`src/rtl/imem_loader.sv`:
```
// Instruction-memory loader: turns a length-prefixed, XOR-checksummed byte
// stream into 32-bit word writes starting at address 0, stalling fetch meanwhile.
module imem_loader #(
  parameter int ADDR_WIDTH = 8
) (
  input  logic                  clk,
  input  logic                  reset,
  input  logic                  start,
  input  logic                  in_valid,
  input  logic [7:0]            in_data,
  output logic                  in_ready,
  output logic                  mem_we,
  output logic [ADDR_WIDTH-1:0] mem_addr,
  output logic [31:0]           mem_wdata,
  output logic                  core_stall,
  output logic                  load_done,
  output logic                  load_error,
  output logic [1:0]            err_code,
  output logic [ADDR_WIDTH:0]   words_loaded
);

  typedef enum logic [2:0] {
    IDLE, LEN_LO, LEN_HI, DATA, WRITE, CSUM, DONE, ERROR
  } state_t;

  localparam logic [16:0] CAPACITY = 17'(1) << ADDR_WIDTH;

  state_t                state, state_next;
  logic [15:0]           len, len_next;
  logic [1:0]            byte_cnt, byte_cnt_next;
  logic [31:0]           word, word_next;
  logic [7:0]            csum, csum_next;
  logic                  in_ready_next, mem_we_next, core_stall_next;
  logic                  load_done_next, load_error_next;
  logic [ADDR_WIDTH-1:0] mem_addr_next;
  logic [31:0]           mem_wdata_next;
  logic [1:0]            err_code_next;
  logic [ADDR_WIDTH:0]   words_loaded_next;
  logic                  accept;
  logic [16:0]           len_full;

  assign accept   = in_valid && in_ready;
  assign len_full = {1'b0, in_data, len[7:0]};

  always_ff @(posedge clk or posedge reset) begin
    if (reset) begin
      state        <= IDLE;
      len          <= '0;
      byte_cnt     <= '0;
      word         <= '0;
      csum         <= '0;
      in_ready     <= 1'b0;
      mem_we       <= 1'b0;
      mem_addr     <= '0;
      mem_wdata    <= '0;
      core_stall   <= 1'b0;
      load_done    <= 1'b0;
      load_error   <= 1'b0;
      err_code     <= '0;
      words_loaded <= '0;
    end else begin
      state        <= state_next;
      len          <= len_next;
      byte_cnt     <= byte_cnt_next;
      word         <= word_next;
      csum         <= csum_next;
      in_ready     <= in_ready_next;
      mem_we       <= mem_we_next;
      mem_addr     <= mem_addr_next;
      mem_wdata    <= mem_wdata_next;
      core_stall   <= core_stall_next;
      load_done    <= load_done_next;
      load_error   <= load_error_next;
      err_code     <= err_code_next;
      words_loaded <= words_loaded_next;
    end
  end

  always_comb begin
    state_next        = state;
    len_next          = len;
    byte_cnt_next     = byte_cnt;
    word_next         = word;
    csum_next         = csum;
    mem_we_next       = 1'b0;
    mem_addr_next     = mem_addr;
    mem_wdata_next    = mem_wdata;
    err_code_next     = err_code;
    words_loaded_next = words_loaded;

    case (state)
      IDLE, DONE, ERROR: begin
        if (start) begin
          state_next        = LEN_LO;
          err_code_next     = 2'b00;
          words_loaded_next = '0;
          csum_next         = '0;
          byte_cnt_next     = '0;
        end
      end
      LEN_LO: begin
        if (accept) begin
          len_next[7:0] = in_data;
          csum_next     = csum ^ in_data;
          state_next    = LEN_HI;
        end
      end
      LEN_HI: begin
        if (accept) begin
          len_next[15:8] = in_data;
          csum_next      = csum ^ in_data;
          byte_cnt_next  = '0;
          if (len_full > CAPACITY) begin
            state_next    = ERROR;
            err_code_next = 2'b01;
          end else if (len_full == 17'd0) begin
            state_next = CSUM;
          end else begin
            state_next = DATA;
          end
        end
      end
      DATA: begin
        if (accept) begin
          word_next[{byte_cnt, 3'b000} +: 8] = in_data;
          csum_next     = csum ^ in_data;
          byte_cnt_next = byte_cnt + 2'd1;
          if (byte_cnt == 2'd3) begin
            // Write strobe is registered, so it is launched here to land in WRITE.
            state_next     = WRITE;
            mem_we_next    = 1'b1;
            mem_addr_next  = words_loaded[ADDR_WIDTH-1:0];
            mem_wdata_next = word_next;
          end
        end
      end
      WRITE: begin
        words_loaded_next = words_loaded + 1'b1;
        if ((17'(words_loaded) + 17'd1) == {1'b0, len})
          state_next = CSUM;
        else
          state_next = DATA;
      end
      CSUM: begin
        if (accept) begin
          if (in_data == csum) begin
            state_next = DONE;
          end else begin
            state_next    = ERROR;
            err_code_next = 2'b10;
          end
        end
      end
      default: state_next = IDLE;
    endcase

    in_ready_next   = (state_next == LEN_LO) || (state_next == LEN_HI) ||
                      (state_next == DATA)   || (state_next == CSUM);
    core_stall_next = in_ready_next || (state_next == WRITE);
    load_done_next  = (state_next == DONE);
    load_error_next = (state_next == ERROR);
  end

endmodule

```
`config.mk`:
```
export PLATFORM = sky130hd
export DESIGN_NAME = imem_loader
export DESIGN_NICKNAME = d
export VERILOG_FILES = /design/src/rtl/imem_loader.sv
export SDC_FILE = /design/constraint.sdc
export NUM_CORES = 1
export LEC_CHECK = 0
export ABC_AREA = 1
export BUFFER_PORTS_ARGS = -buffer_cell sky130_fd_sc_hd__buf_2
export CORE_MARGIN = 2
export CORE_UTILIZATION = 62
export CTS_CLUSTER_DIAMETER = 40
export DETAILED_ROUTE_END_ITERATION = 10
export PLACE_DENSITY = 0.84
export SETUP_SLACK_MARGIN = 0.5
export SYNTH_ARGS = -nofsm -noshare
export SYNTH_HDL_FRONTEND = slang
export SYNTH_SLANG_ARGS = --single-unit
```
`constraint.sdc`:
```
create_clock -name clk -period 6.5 [get_ports clk]
set_input_delay 0.325 -clock clk [delete_from_list [all_inputs] [get_ports clk]]
set_output_delay 0.325 -clock clk [all_outputs]
set_load 0.01 [all_outputs]
```
* Word-level counts from Yosys, hierarchy flattened
Index checks and enable logic that the tools add are counted.
** Operators by class
- Add/sub/neg operators :: 4
- Magnitude comparators :: 1
- Equal/unequal tests :: 24
- Shift operators :: 2
- Multiplexer cells :: 29
- Bitwise logic cells :: 1
- Reduce and logical (&&, ||, !) cells :: 21
** Operator list (number)
- $bwmux W32 :: 1
- $shift A8 B7 Y32 const A :: 1
- $shiftx A8 B7 Y32 :: 1
- $mux W3 :: 9
- $eq A3 B3 Y1 const B :: 8
- $pmux W3 S6 :: 1
- $pmux W9 S2 :: 1
- $logic_not A17 Y1 :: 1
- $eq A10 B16 Y1 :: 1
- $gt A16 B9 Y1 const B :: 1
- $mux W8 :: 2
- $pmux W8 S2 :: 1
- $mux W2 :: 7
- $eq A3 B2 Y1 const B :: 4
- $ne A2 B2 Y1 const B :: 6
- $pmux W2 S3 :: 2
- $add A9 B1 Y10 const B :: 1
- $add A9 B1 Y9 const B :: 1
- $mux W9 :: 1
- $eq A8 B8 Y1 :: 1
- $reduce_and A2 Y1 :: 4
- $xor A8 B8 Y8 :: 1
- $neg A5 Y7 :: 1
- $eq A3 B1 Y1 const B :: 2
- 13 further kinds :: 23
** Word-level totals
- Flip-flop bits (word level) :: 117
- Input bits :: 12
- Output and inout port bits :: 56
- Logic and storage cells :: 97

* Logic depth before layout (Yosys ltp)
Gate-level depths: netlist of the first run.
- Word-level depth :: 10
- Gate-level depth with buffers :: 15
- Mapped depth without buffers :: 15

* Worst setup path after synthesis of the first run
OpenSTA, ideal clock, no wires.
- Kind :: register to register
- Start point :: reg byte_cnt[0]
- End point :: reg mem_wdata[7]
- Setup time :: 83 ps
- Arrival time :: 1830 ps
- Required time :: 6417 ps
- Path slack :: 4587 ps
- Stages on the path, launching flop included :: 9
- Path buffers :: 1
- Path through :: dfrtp_1 > clkbuf_1 > inv_1 > ha_1 > nor2_1 > nand4_1 > o21ai_0 > nand2_1 > o21ai_0
** Between the ends
- Longest elaborated chain between the ends :: 3
** RTL lines
- start, declared :: line 30 : logic [1:0] byte_cnt, byte_cnt_next;
- start signal, assigned :: line 64 : byte_cnt <= byte_cnt_next;
- $neg A5 Y7 :: line 125 : word_next[{byte_cnt, 3'b000} +: 8] = in_data;
- $shiftx A8 B7 Y32 / $shift A8 B7 Y32 (equally long branches) :: line 125
- $bwmux W32 :: line 125
- end signal, assigned :: line 70 : mem_wdata <= mem_wdata_next;
- end, declared :: line 14 : output logic [31:0] mem_wdata,
Several ways; a longest one is shown, not always the timed one.
A chain may end at the register's enable or synchronous reset.

* Worst setup path after layout of the first run
- Start point :: reg byte_cnt[0]
- End point :: reg core_stall
** Between the ends
- Longest elaborated chain between the ends :: 9
** RTL lines
- $eq A2 B2 Y1 * :: line 128 : if (byte_cnt == 2'd3) begin
- $mux W3 * :: line 128
- $mux W3 * :: line 124 : if (accept) begin
- $pmux W3 S6 * :: line 91 : case (state)
- via state_next[2] :: line 28 : state_t state, state_next;
- $eq A3 B1 Y1 / $eq A3 B2 Y1 (equally long branches) :: line 157 : in_ready_next = (state_next == LEN_LO) || (state_next == LEN_HI) ||
- $logic_or A1 B1 Y1 (2 in a row) :: line 157
- $logic_or A1 B1 Y1 :: line 158 : (state_next == DATA) || (state_next == CSUM);
- $logic_or A1 B1 Y1 * :: line 159 : core_stall_next = in_ready_next || (state_next == WRITE);
- via core_stall_next :: line 33 : logic in_ready_next, mem_we_next, core_stall_next;
- end signal, assigned :: line 71 : core_stall <= core_stall_next;
- end, declared :: line 15 : output logic core_stall,
The timed path passes the listed nets; every way through them passes the cells marked *.

==> results of run 1 <==
registers in the layout, summed over array words and instances, names as in the netlist:
| signal | count |
|---|---|
| err_code | 2 |
| state | 3 |
| core_stall | 1 |
| mem_we | 1 |
| load_error | 1 |
| len | 16 |
| mem_wdata | 32 |
| byte_cnt | 2 |
| words_loaded | 9 |
| load_done | 1 |
| word | 32 |
| mem_addr | 8 |
| csum | 8 |
| in_ready | 1 |
critical path, stage by stage, from the launching register on:
cell                      delay, ns
sky130_fd_sc_hd__dfrtp_1       0.51
sky130_fd_sc_hd__ha_1          0.27
sky130_fd_sc_hd__inv_1         0.48
sky130_fd_sc_hd__nor2_1        0.17
sky130_fd_sc_hd__nand2_1       0.55
sky130_fd_sc_hd__buf_4         0.43
sky130_fd_sc_hd__nand2_1       0.09
sky130_fd_sc_hd__a21oi_1       0.12
sky130_fd_sc_hd__nand3_1       0.13
sky130_fd_sc_hd__nand2_2       0.11
sky130_fd_sc_hd__nand2_2       0.05
sky130_fd_sc_hd__nand2_1       0.06
cells in the final DEF, fill, tap and decap left out, types with 5 or more instances in the layout:
master and instances:
sky130_fd_sc_hd__nand2_2 5, sky130_fd_sc_hd__nor2_2 6, sky130_fd_sc_hd__o21ai_0 99, sky130_fd_sc_hd__o22ai_1 20, sky130_fd_sc_hd__clkbuf_16 16, sky130_fd_sc_hd__a21oi_1 5, sky130_fd_sc_hd__o32ai_1 8, sky130_fd_sc_hd__dfrtp_1 117
sky130_fd_sc_hd__nand3_1 35, sky130_fd_sc_hd__inv_1 83, sky130_fd_sc_hd__ha_1 7, sky130_fd_sc_hd__nor2_1 27, sky130_fd_sc_hd__buf_2 67, sky130_fd_sc_hd__nand4_1 17, sky130_fd_sc_hd__nand2_1 200
final cells by class:
| cell class | count | area, um^2 | share of cell area [%] |
|---|---|---|---|
| Sequential cell | 117 | 2930 | 44.7 |
| Multi-Input combinational cell | 452 | 2190 | 33.4 |
| Clock buffer | 22 | 463 | 7.07 |
| Timing Repair Buffer | 70 | 360 | 5.50 |
| Inverter | 85 | 322 | 4.91 |
| Clock inverter | 9 | 150 | 2.29 |
| Tap cell | 108 | 135 | 2.06 |
stage by stage:
| stage | area [um^2] | std cells |
|---|---|---|
| finish | 6550 | 863 |
| floorplan | 5530 | 678 |
| CTS | 6550 | 863 |
| global route | 6550 | 863 |
| global placement | 5920 | 831 |
| detailed placement | 5920 | 831 |
metal layers:
layer	GRT usage, %	vias to the layer above	wire [um]
li1	-	2348	-
met2	48.1	229	6770
met4	11.9	0	314
met5	0	-	0
met1	39.4	2378	5760
met3	5.39	34	940
power by group through the flow:
| stage | sequential, mW | clock, mW | combinational, mW |
|---|---|---|---|
| floorplan | 1.06 | 0 | 0.614 |
| global placement | 1.05 | 0 | 0.824 |
| detailed placement | 1.06 | 0 | 0.861 |
| CTS | 1.05 | 0.967 | 0.876 |
| global route | 1.08 | 0.997 | 1.00 |
| finish | 1.06 | 0.965 | 0.885 |
cells by family (layout without fill, tap and decap cells):
| logic type | Yosys count | in the layout | synth area share [%] |
|---|---|---|---|
| AOI/OAI and AO/OA | 140 | 140 | 14.0 |
| xor gates and xnor gates | 6 | 6 | 0.951 |
| adders and majority gates | 7 | 7 | 1.58 |
| buffers and inverters | 109 | 186 | 7.54 |
| DFF | 117 | 117 | 53.0 |
| and+or+nand+nor | 299 | 299 | 23.0 |
final timing paths:
| kind | startpoint | end | slack (ns) | cells after the start |
|---|---|---|---|---|
| hold / removal | in_data[2] | len[2] | 0.24 | 3 |
| setup / recovery | byte_cnt[0] | core_stall | 3.43 | 11 |
| setup reg to reg | byte_cnt[0] | core_stall | 3.43 | 11 |
| hold reg to reg | mem_addr[2] | mem_addr[2] | 0.47 | 2 |
| max in group asynchronous | reset | state[2] | 4.77 | 4 |
| min in group asynchronous | reset | mem_wdata[25] | 0.52 | 3 |
synth_stat cells, drive strengths merged:
library cell / n / area [um^2]
a31oi: 1 / 6.26
dfrtp: 117 / 2930
nor3: 2 / 10.0
clkinv: 1 / 3.75
ha: 7 / 87.6
or2: 1 / 6.26
xnor2: 4 / 35.0
nand3: 37 / 195
inv: 84 / 315
o31ai: 4 / 30.0
o22ai: 20 / 125
nand4: 17 / 106
nand2: 205 / 782
a21oi: 5 / 25.0
o2111ai: 1 / 8.76
buf: 8 / 37.5
o32ai: 8 / 70.1
xor2: 2 / 17.5
nand3b: 2 / 15.0
o21ai: 100 / 500
nor2: 35 / 154
a211oi: 1 / 7.51
clkbuf: 16 / 60.1
what timing repair did:
item                                   in CTS  in global routing
setup endpoints to repair                   0                  0
setup buffers                               0                  0
endpoints found under the hold margin      61                  0
hold buffers                                1                  0
==> impl_metrics.tcl, run 1 <==
set metrics [dict create \
    min_tclk_post_route_ns 3.07 \
    startpoint_type "register" \
    holdCritPathClass "in -> reg" \
    drt-wirelength-per-cell_um 16.0 \
    setup-tns-final_ns 0 \
    combinational_group_share_of_total_power_pct 30.5 \
    tritoncts "built" \
    global_route.usage.total_pct 29.5 \
    cts_max_path_buffers 2 \
    timing.final.setup_violations 0 \
    placeableCoreArea_um2 8680 \
    post-route-util_pct 75.4 \
    area_growth_syn_to_layout_pct 18.5 \
    fillCellCount 640 \
    slew_at_the_pin_closest_to_its_max_slew_limit_ns 1.19 \
    die_area_um2 9680 \
    wire_length_of_the_first_global_routing_pass_mm 22.8 \
    cts_repair_resize_count 0 \
    crit_required_ns 6.94 \
    switching_share_pct 35.6 \
    routed_wirelength_mm 13.8 \
    vias 4989 \
    cts_htree_levels 4 \
    syn_area_um2 5530 \
    vias_per_cell 5.78 \
    grt_overflow 0 \
    status "finished, final reports clean" \
    worst-endpoint-arrival_ns 3.51 \
    root_buffer "sky130_fd_sc_hd__clkbuf_8" \
    die_w_um 98.4 \
    share_of_final_layout_standard_cells_stronger_than_drive_strength_1_pct 15.1 \
    num_io_pins 68 \
    pwr-share-seq_pct 36.4 \
    finalCritPeriodShare_pct 47.3 \
    detail_route.first_pass.iterations 5 \
    floorplan.die.height_um 98.4 \
    postSynthCellCount 678 \
    clk-insertion-delay-late_ns 0.51 \
    route.detailed.drc 0 \
    timing.final.hold_violations 0 \
    final_layout_net_count 762 \
    initial_standard_cell_utilization_of_the_core_pct 63.7 \
    vdd_drop_max_uv 258 \
    synth_fp_nets 697 \
    cellInternalPower_mw 1.87 \
    place.gp.congestion 0.893 \
    detailedPlace.worstSlack_ns 3.50 \
    cts_sinks 117 \
    synthesis.yosys.warnings 0 \
    average_size_of_a_mapped_cell_um2 8.15 \
    synth.yosys.seq_area_share_pct 53.0 \
    rsz0062_at_grt "false" \
    insertedDiodeCount 0 \
    ant_nets 0 \
    pwr_density_cell_nw_per_um2 444 \
    drtIter0Drc 409 \
    p_leak_nw 3.27 \
    timing.final.max_slew_violations 0 \
    buffer_ports.inserted 67 \
    drv_cap 0 \
    timing.setup.critical_path_class "reg -> reg" \
    grt_start_max_net_pins 67 \
    number_of_buffers_added_by_the_clock_tree_synthesis_step 17 \
    crit_path_max_fanout 32 \
    path_clk_slew_ns 0.06 \
    skew_ns 0.00869 \
    core.rowCount 34 \
    netlist_cell_types 29 \
    report.power.total_mw 2.91 \
    slew_headroom_pct 20.7 \
    power_switching_mw 1.04 \
    grt_antenna_before_repair 0 \
    max_clock_freq_mhz 326 \
    hold_ws_ns 0.240 \
    power.share.clock_pct 33.2 \
    hpwlAfterDp_mm 9.18 \
    worstSetupEndpointType "register" \
    grt_pass1_vias 4755 \
    ys_ff_latch 117 \
    timing.final.ws_setup_ns 3.43 \
]
Note: power is estimated with default switching activity, not from simulation.
==> inputs of run 2 (changes only) <==
Settings changed: CORE_UTILIZATION 62 to 52, PLACE_DENSITY 0.84 to 0.75.
Clock period 6.5 ns to 2.65 ns, I/O delays scaled along.
==> run 2 against run 1 <==
Design area is 2.0% higher. Via count is 1.1% lower. Clock skew is essentially flat. Combinational power grew 140%. Clock power grew to 2.6 times the previous value. Count of clock-buffer cells in the layout decreased by 2. Critical path depth is 5 lower. Register-to-register slack lost 2.8 ns.
==> impl_metrics.tcl, run 2 (synthesis results as in run 1) <==
set metrics [dict create \
    pwr_density_cell_nw_per_um2 1090 \
    crit_required_ns 3.09 \
    insertedDiodeCount 0 \
    worst-endpoint-arrival_ns 2.44 \
    drv_cap 0 \
    ant_nets 0 \
    timing.reg2reg.setup_slack_ns 0.65 \
    root_buffer "sky130_fd_sc_hd__clkbuf_8" \
    vias_per_cell 5.52 \
    hpwlAfterDp_mm 9.35 \
    timing.setup.critical_path_class "reg -> reg" \
    worstSetupEndpointType "register" \
    vdd_drop_max_uv 463 \
    most-common-layout-cells "200 x sky130_fd_sc_hd__nand2_1, 115 x sky130_fd_sc_hd__dfrtp_1, 99 x sky130_fd_sc_hd__o21ai_0, 83 x sky130_fd_sc_hd__inv_1, 67 x sky130_fd_sc_hd__buf_2" \
    die_area_um2 11500 \
    cts_max_path_buffers 2 \
    place.gp.congestion 0.911 \
    rsz0062_at_grt "false" \
    number_of_buffers_added_by_the_clock_tree_synthesis_step 17 \
    path_clk_slew_ns 0.06 \
    die_w_um 107 \
    finalCritPeriodShare_pct 75.4 \
    grt_overflow 0 \
    final_layout_net_count 766 \
    setup-tns-final_ns 0 \
    buffer_ports.inserted 67 \
    drtIter0Drc 380 \
    holdCritPathClass "in -> reg" \
    max_clock_freq_mhz 500 \
    r2r.worst_path.cells 6 \
    vias 4934 \
    startpoint_type "register" \
    skew_ns 0.00893 \
    floorplan.die.height_um 107 \
    crit_path_start "byte_cnt[0]" \
    r2r-end "mem_wdata[8]" \
    timing.final.setup_violations 0 \
    status "finished, final reports clean" \
    timing.final.hold_violations 0 \
    grt_antenna_before_repair 0 \
    grt_pass1_vias 4701 \
    fin_cells 894 \
    slew_headroom_pct 59.4 \
    min_tclk_post_route_ns 2.00 \
    global_route.usage.total_pct 25.5 \
    grt_start_max_net_pins 118 \
    wire_length_of_the_first_global_routing_pass_mm 22.7 \
    area_growth_syn_to_layout_pct 20.9 \
    leading_cell_type_in_the_layout_fill_and_taps_excluded "sky130_fd_sc_hd__nand2_1" \
    share_of_final_layout_standard_cells_stronger_than_drive_strength_1_pct 16.5 \
    timing.critical_path.to "mem_wdata[8]" \
    cts_sinks 117 \
    post-place-cells 863 \
    fillCellCount 861 \
    tritoncts "built" \
    drt-wirelength-per-cell_um 15.4 \
    timing.final.max_slew_violations 0 \
    initial_standard_cell_utilization_of_the_core_pct 53.5 \
    crit_path_max_fanout 13 \
    clk-insertion-delay-late_ns 0.52 \
    cts_htree_levels 4 \
    slew_at_the_pin_closest_to_its_max_slew_limit_ns 0.609 \
    detail_route.first_pass.iterations 5 \
    num_io_pins 68 \
    p_leak_nw 3.30 \
    core.rowCount 37 \
    routed_wirelength_mm 13.7 \
    worst_r2r_startpoint "byte_cnt[0]" \
    placeableCoreArea_um2 10300 \
    route.detailed.drc 0 \
    biggestRegsByFlops "mem_wdata (32), word (32), len (16)" \
]
[run 2: cell types whose count changed in the layout (fill, tap and decap cells not counted)]
cell,change
sky130_fd_sc_hd__inv_4,-1
sky130_fd_sc_hd__nor2_2,+1
sky130_fd_sc_hd__dfrtp_1,-2
sky130_fd_sc_hd__dfrtp_2,+2
sky130_fd_sc_hd__nand3_2,+1
sky130_fd_sc_hd__nand3_1,-1
sky130_fd_sc_hd__bufinv_16,+2
sky130_fd_sc_hd__nor2_1,-1
sky130_fd_sc_hd__clkbuf_8,-1
sky130_fd_sc_hd__ha_2,+3
sky130_fd_sc_hd__ha_1,-3
sky130_fd_sc_hd__clkbuf_1,-1
sky130_fd_sc_hd__buf_4,+3
sky130_fd_sc_hd__buf_12,+1
[run 2: cell type report]
| class | count | area (um^2) | share of cell area [%] |
|---|---|---|---|
| Multi-Input combinational cell | 452 | 2200 | 33.0 |
| Clock inverter | 10 | 203 | 3.03 |
| Timing Repair Buffer | 74 | 403 | 6.03 |
| Tap cell | 136 | 170 | 2.55 |
| Clock buffer | 20 | 445 | 6.67 |
| Sequential cell | 117 | 2930 | 43.9 |
| Inverter | 85 | 323 | 4.83 |
[run 2: routing by layer]
metal  track usage, %  vias up  routed length (um)
li1                 -     2371                   -
met1             34.2     2345                5890
met2             39.9      191                6720
met3             6.32       27                 856
met4             10.4        0                 257
met5                0        -                   0
[run 2: worst min-delay path by stage]
stage,end,depth (start not counted),start
after floorplan,len[4],2,in_data[4]
after global placement,mem_we,3,reset
after detailed placement,mem_wdata[21],3,reset
after CTS,len[2],3,in_data[2]
after global routing,len[2],3,in_data[2]
final,len[2],3,in_data[2]
[run 2: where the power goes]
part	internal (mW)	switching, mW	total (mW)
Sequential	2.29	0.296	2.58
Combinational	0.736	1.42	2.16
Clock	1.75	0.784	2.53
Total	4.77	2.50	7.28
[run 2: timing repair]
item	4_1_cts	5_1_grt
pin swaps	0	0
endpoints found under the hold margin	117	0
gates resized for setup	2	5
setup buffers	0	0
endpoints found under the setup margin	8	45
hold buffers	1	0
[run 2: worst max-delay path, stage by stage (launching register included)]
cell and delay, ns:
sky130_fd_sc_hd__dfrtp_2 0.51, sky130_fd_sc_hd__inv_1 0.17, sky130_fd_sc_hd__ha_1 0.43, sky130_fd_sc_hd__nand2_1 0.27, sky130_fd_sc_hd__o22ai_1 0.24, sky130_fd_sc_hd__nand2_1 0.13
sky130_fd_sc_hd__o21ai_0 0.18
[run 2: through the flow]
step / power (mW) / instance area, um^2 / hold WS, ns / utilization [%] / setup WS (ns)
after floorplan: 4.10 / 5530 / 0.332 / - / 0.737
after global placement: 4.60 / 6000 / 0.356 / 58.2 / 0.535
after detailed placement: 4.71 / 6000 / 0.368 / 58.2 / 0.457
after CTS: 7.28 / 6670 / 0.00183 / 64.6 / 0.472
after global routing: 7.74 / 6680 / 0.0295 / 64.7 / 0.509
final: 7.28 / 6680 / 0.0282 / 64.7 / 0.651
==> inputs of run 3 (changes only) <==
Settings changed: ABC_AREA 1 to 0, CORE_UTILIZATION 52 to 53, PLACE_DENSITY 0.75 to 0.77.
Clock period 2.65 ns to 1.68 ns, I/O delays scaled along.
==> run 3 against run 2 <==
The run now ends with hold timing, setup timing left. Die area is essentially flat. Critical path type unchanged. Critical path depth fell by 1. Routed wire length grew 68%. Sequential share of layout area shrank 11 points. Maximum frequency down 3.3%. Count of clock-buffer cells in the layout down 2. Hold slack got worse by 0.035 ns. First-iteration DRC count is 35% higher. Sequential power up 82%. Synthesized area up 1.8%. Clock skew barely moved. Via count grew 20%.
==> impl_metrics.tcl, run 3 <==
set metrics [dict create \
    status "finished, violations left" \
    failing_checks "hold timing, setup timing" \
    ant_nets 0 \
    synth_fp_nets 599 \
    buffer_ports.inserted 67 \
    clk-insertion-delay-late_ns 0.53 \
    share_of_final_layout_standard_cells_stronger_than_drive_strength_1_pct 50.7 \
    core.rowCount 37 \
    die_area_um2 11500 \
    worst-endpoint-arrival_ns 2.53 \
    grt_pass1_vias 5404 \
    timing.final.setup_violations 55 \
    tritoncts "built" \
    insertedDiodeCount 0 \
    crit_path_max_fanout 2 \
    route.detailed.drc 0 \
    power_switching_mw 6.12 \
    yosys.area.top_type "sky130_fd_sc_hd__dfrtp_1" \
    postSynthCellCount 580 \
    detail_route.first_pass.iterations 5 \
    ys_ff_latch 117 \
    netlist_cell_types 53 \
    cellInternalPower_mw 9.93 \
    root_buffer "sky130_fd_sc_hd__clkbuf_8" \
    yosysMostFrequentCell "sky130_fd_sc_hd__dfrtp_1" \
    synth.top_cells.by_area "sky130_fd_sc_hd__dfrtp_1 52%, sky130_fd_sc_hd__o21ai_0 6.8%, sky130_fd_sc_hd__nand2_1 6.3%" \
    routed_wirelength_mm 23.0 \
    synthesis.yosys.warnings 0 \
    yosys-top-cells-count "117 x sky130_fd_sc_hd__dfrtp_1, 94 x sky130_fd_sc_hd__nand2_1, 76 x sky130_fd_sc_hd__o21ai_0" \
    syn_area_um2 5630 \
    average_size_of_a_mapped_cell_um2 9.70 \
    cts_sinks 117 \
    global_route.usage.total_pct 31.2 \
    timing.final.ws_setup_ns -0.388 \
    min_tclk_post_route_ns 2.07 \
    fillCellCount 432 \
    biggestRegsByFlops "mem_wdata (32), word (32), len (16)" \
    hold_ws_ns -0.00638 \
    slew_headroom_pct 60.8 \
    grt_antenna_before_repair 1 \
    number_of_buffers_added_by_the_clock_tree_synthesis_step 17 \
    detailedPlace.worstSlack_ns -0.201 \
    combinational_group_share_of_total_power_pct 45.3 \
    wire_length_of_the_first_global_routing_pass_mm 27.3 \
    switching_share_pct 38.1 \
    rsz0062_at_grt "true" \
    path_clk_slew_ns 0.06 \
    max_clock_freq_mhz 484 \
    area_growth_syn_to_layout_pct 58.2 \
    yosys_most_used_dff "sky130_fd_sc_hd__dfrtp_1" \
    placeableCoreArea_um2 10300 \
    place.gp.congestion 0.838 \
    die_w_um 107 \
    post-route-util_pct 86.2 \
    grt_overflow 0 \
    cts_hold_buffers 5 \
    drt-wirelength-per-cell_um 25.6 \
    timing.final.max_slew_violations 0 \
    power.share.clock_pct 25.5 \
    most-common-layout-cells "105 x sky130_fd_sc_hd__dfrtp_1, 70 x sky130_fd_sc_hd__buf_4, 65 x sky130_fd_sc_hd__nand2_1, 60 x sky130_fd_sc_hd__buf_2, 49 x sky130_fd_sc_hd__o21ai_1" \
    finalCritPeriodShare_pct 123 \
    vias 5900 \
    slew_at_the_pin_closest_to_its_max_slew_limit_ns 0.587 \
    floorplan.die.height_um 107 \
    pwr-share-seq_pct 29.2 \
    drv_cap 0 \
    cts_htree_levels 4 \
    hpwlAfterDp_mm 9.84 \
    synth.yosys.seq_area_share_pct 52.0 \
    synth_top_area_share_pct 52.0 \
    leading_cell_type_in_the_layout_fill_and_taps_excluded "sky130_fd_sc_hd__dfrtp_1" \
    synth-edff-count 0 \
    final_layout_net_count 771 \
    p_leak_nw 4.02 \
    holdCritPathClass "in -> reg" \
    skew_ns 0.00913 \
    timing.final.hold_violations 1 \
    initial_standard_cell_utilization_of_the_core_pct 54.5 \
    report.power.total_mw 16.1 \
    vdd_drop_max_uv 1050 \
    pwr_density_cell_nw_per_um2 1800 \
    cts_max_path_buffers 2 \
    grt_start_max_net_pins 75 \
    postSynth.asyncResetShare_pct 100 \
    drtIter0Drc 512 \
    timing.setup.critical_path_class "reg -> reg" \
    num_io_pins 68 \
    startpoint_type "register" \
    worstSetupEndpointType "register" \
    crit_required_ns 2.14 \
    vias_per_cell 6.56 \
]
==> run 3: changes by cell type in the layout (fill, tap and decap cells not counted), moves of 32 or more <==
cell and change:
sky130_fd_sc_hd__nand3_1 -32, sky130_fd_sc_hd__buf_4 +65, sky130_fd_sc_hd__buf_6 +38, sky130_fd_sc_hd__o21ai_0 -92, sky130_fd_sc_hd__o21ai_1 +48, sky130_fd_sc_hd__inv_1 -81, sky130_fd_sc_hd__nor2b_1 +33, sky130_fd_sc_hd__nand2_1 -135
==> run 3: logic make-up (layout without fill, tap and decap cells) <==
family | count (synthesis) | in the layout | synth area share, %
buf+inv | 44 | 228 | 3.36
compound gates | 166 | 166 | 18.2
simple gates | 209 | 209 | 18.4
xor+xnor | 21 | 21 | 3.27
mux | 16 | 16 | 3.20
flops | 117 | 117 | 52.0
fa+ha+maj | 7 | 7 | 1.56
==> run 3: metal layers <==
metal / track usage [%] / wire length [um] / vias to the layer above
met5: 0 / 0 / -
li1: - / - / 2389
met2: 51.4 / 10900 / 486
met4: 16.9 / 1500 / 0
met3: 7.36 / 2360 / 131
met1: 37.7 / 8280 / 2894
==> run 3: power by group through the flow <==
stage | sequential, mW | clock [mW] | combinational (mW)
detailed placement | 4.47 | 0 | 4.91
floorplan | 4.49 | 0 | 3.37
finish | 4.69 | 4.10 | 7.27
CTS | 4.45 | 4.04 | 5.49
global route | 4.74 | 4.25 | 7.60
global placement | 4.41 | 0 | 4.73
==> run 3: critical path: stages (launching register included) <==
cell and delay (ns):
sky130_fd_sc_hd__dfrtp_1 0.40, sky130_fd_sc_hd__nor4_2 0.44, sky130_fd_sc_hd__nand4_1 0.22, sky130_fd_sc_hd__or4_4 0.48
sky130_fd_sc_hd__nor4_4 0.24, sky130_fd_sc_hd__a31o_1 0.21
==> run 3: final timing paths <==
path                               start          end  slack (ns)  cells after the start
worst min-delay path            in_valid  byte_cnt[0]      -0.006                      3
max in group asynchronous          reset       len[7]        0.93                      4
worst max register to register   len[15]     state[2]       -0.39                      5
worst min register to register   word[1]      word[1]        0.48                      2
min in group asynchronous          reset      len[13]        0.21                      4
worst max-delay path             len[15]     state[2]       -0.39                      5
==> run 3: through the flow <==
stage / setup TNS (ns) / instance area [um^2] / hold slack [ns] / instances
floorplan: -1.48 / 6060 / 0.232 / 580
global placement: -0.345 / 6780 / 0.209 / 811
detailed placement: -1.70 / 6780 / 0.218 / 811
CTS: -1.41 / 7950 / -0.0874 / 869
global route: -5.97 / 8900 / -0.0320 / 900
finish: -3.20 / 8900 / -0.00638 / 900
==> run 3: layout make-up <==
| cell class | instances | area, um^2 | share of cell area [%] |
|---|---|---|---|
| Inverter | 8 | 43.8 | 0.492 |
| Timing Repair Buffer | 189 | 1650 | 18.5 |
| Sequential cell | 117 | 2940 | 33.1 |
| Clock inverter | 13 | 230 | 2.59 |
| Tap cell | 136 | 170 | 1.91 |
| Clock buffer | 18 | 428 | 4.81 |
| Multi-Input combinational cell | 419 | 3440 | 38.6 |
==> run 3: timing repair <==
action | CTS | global route
endpoints found under the hold margin | 124 | 1
setup endpoints to repair | 127 | 128
resized for setup | 61 | 143
cloned | 0 | 11
pin swaps | 37 | 50
buffers inserted | 22 | 20
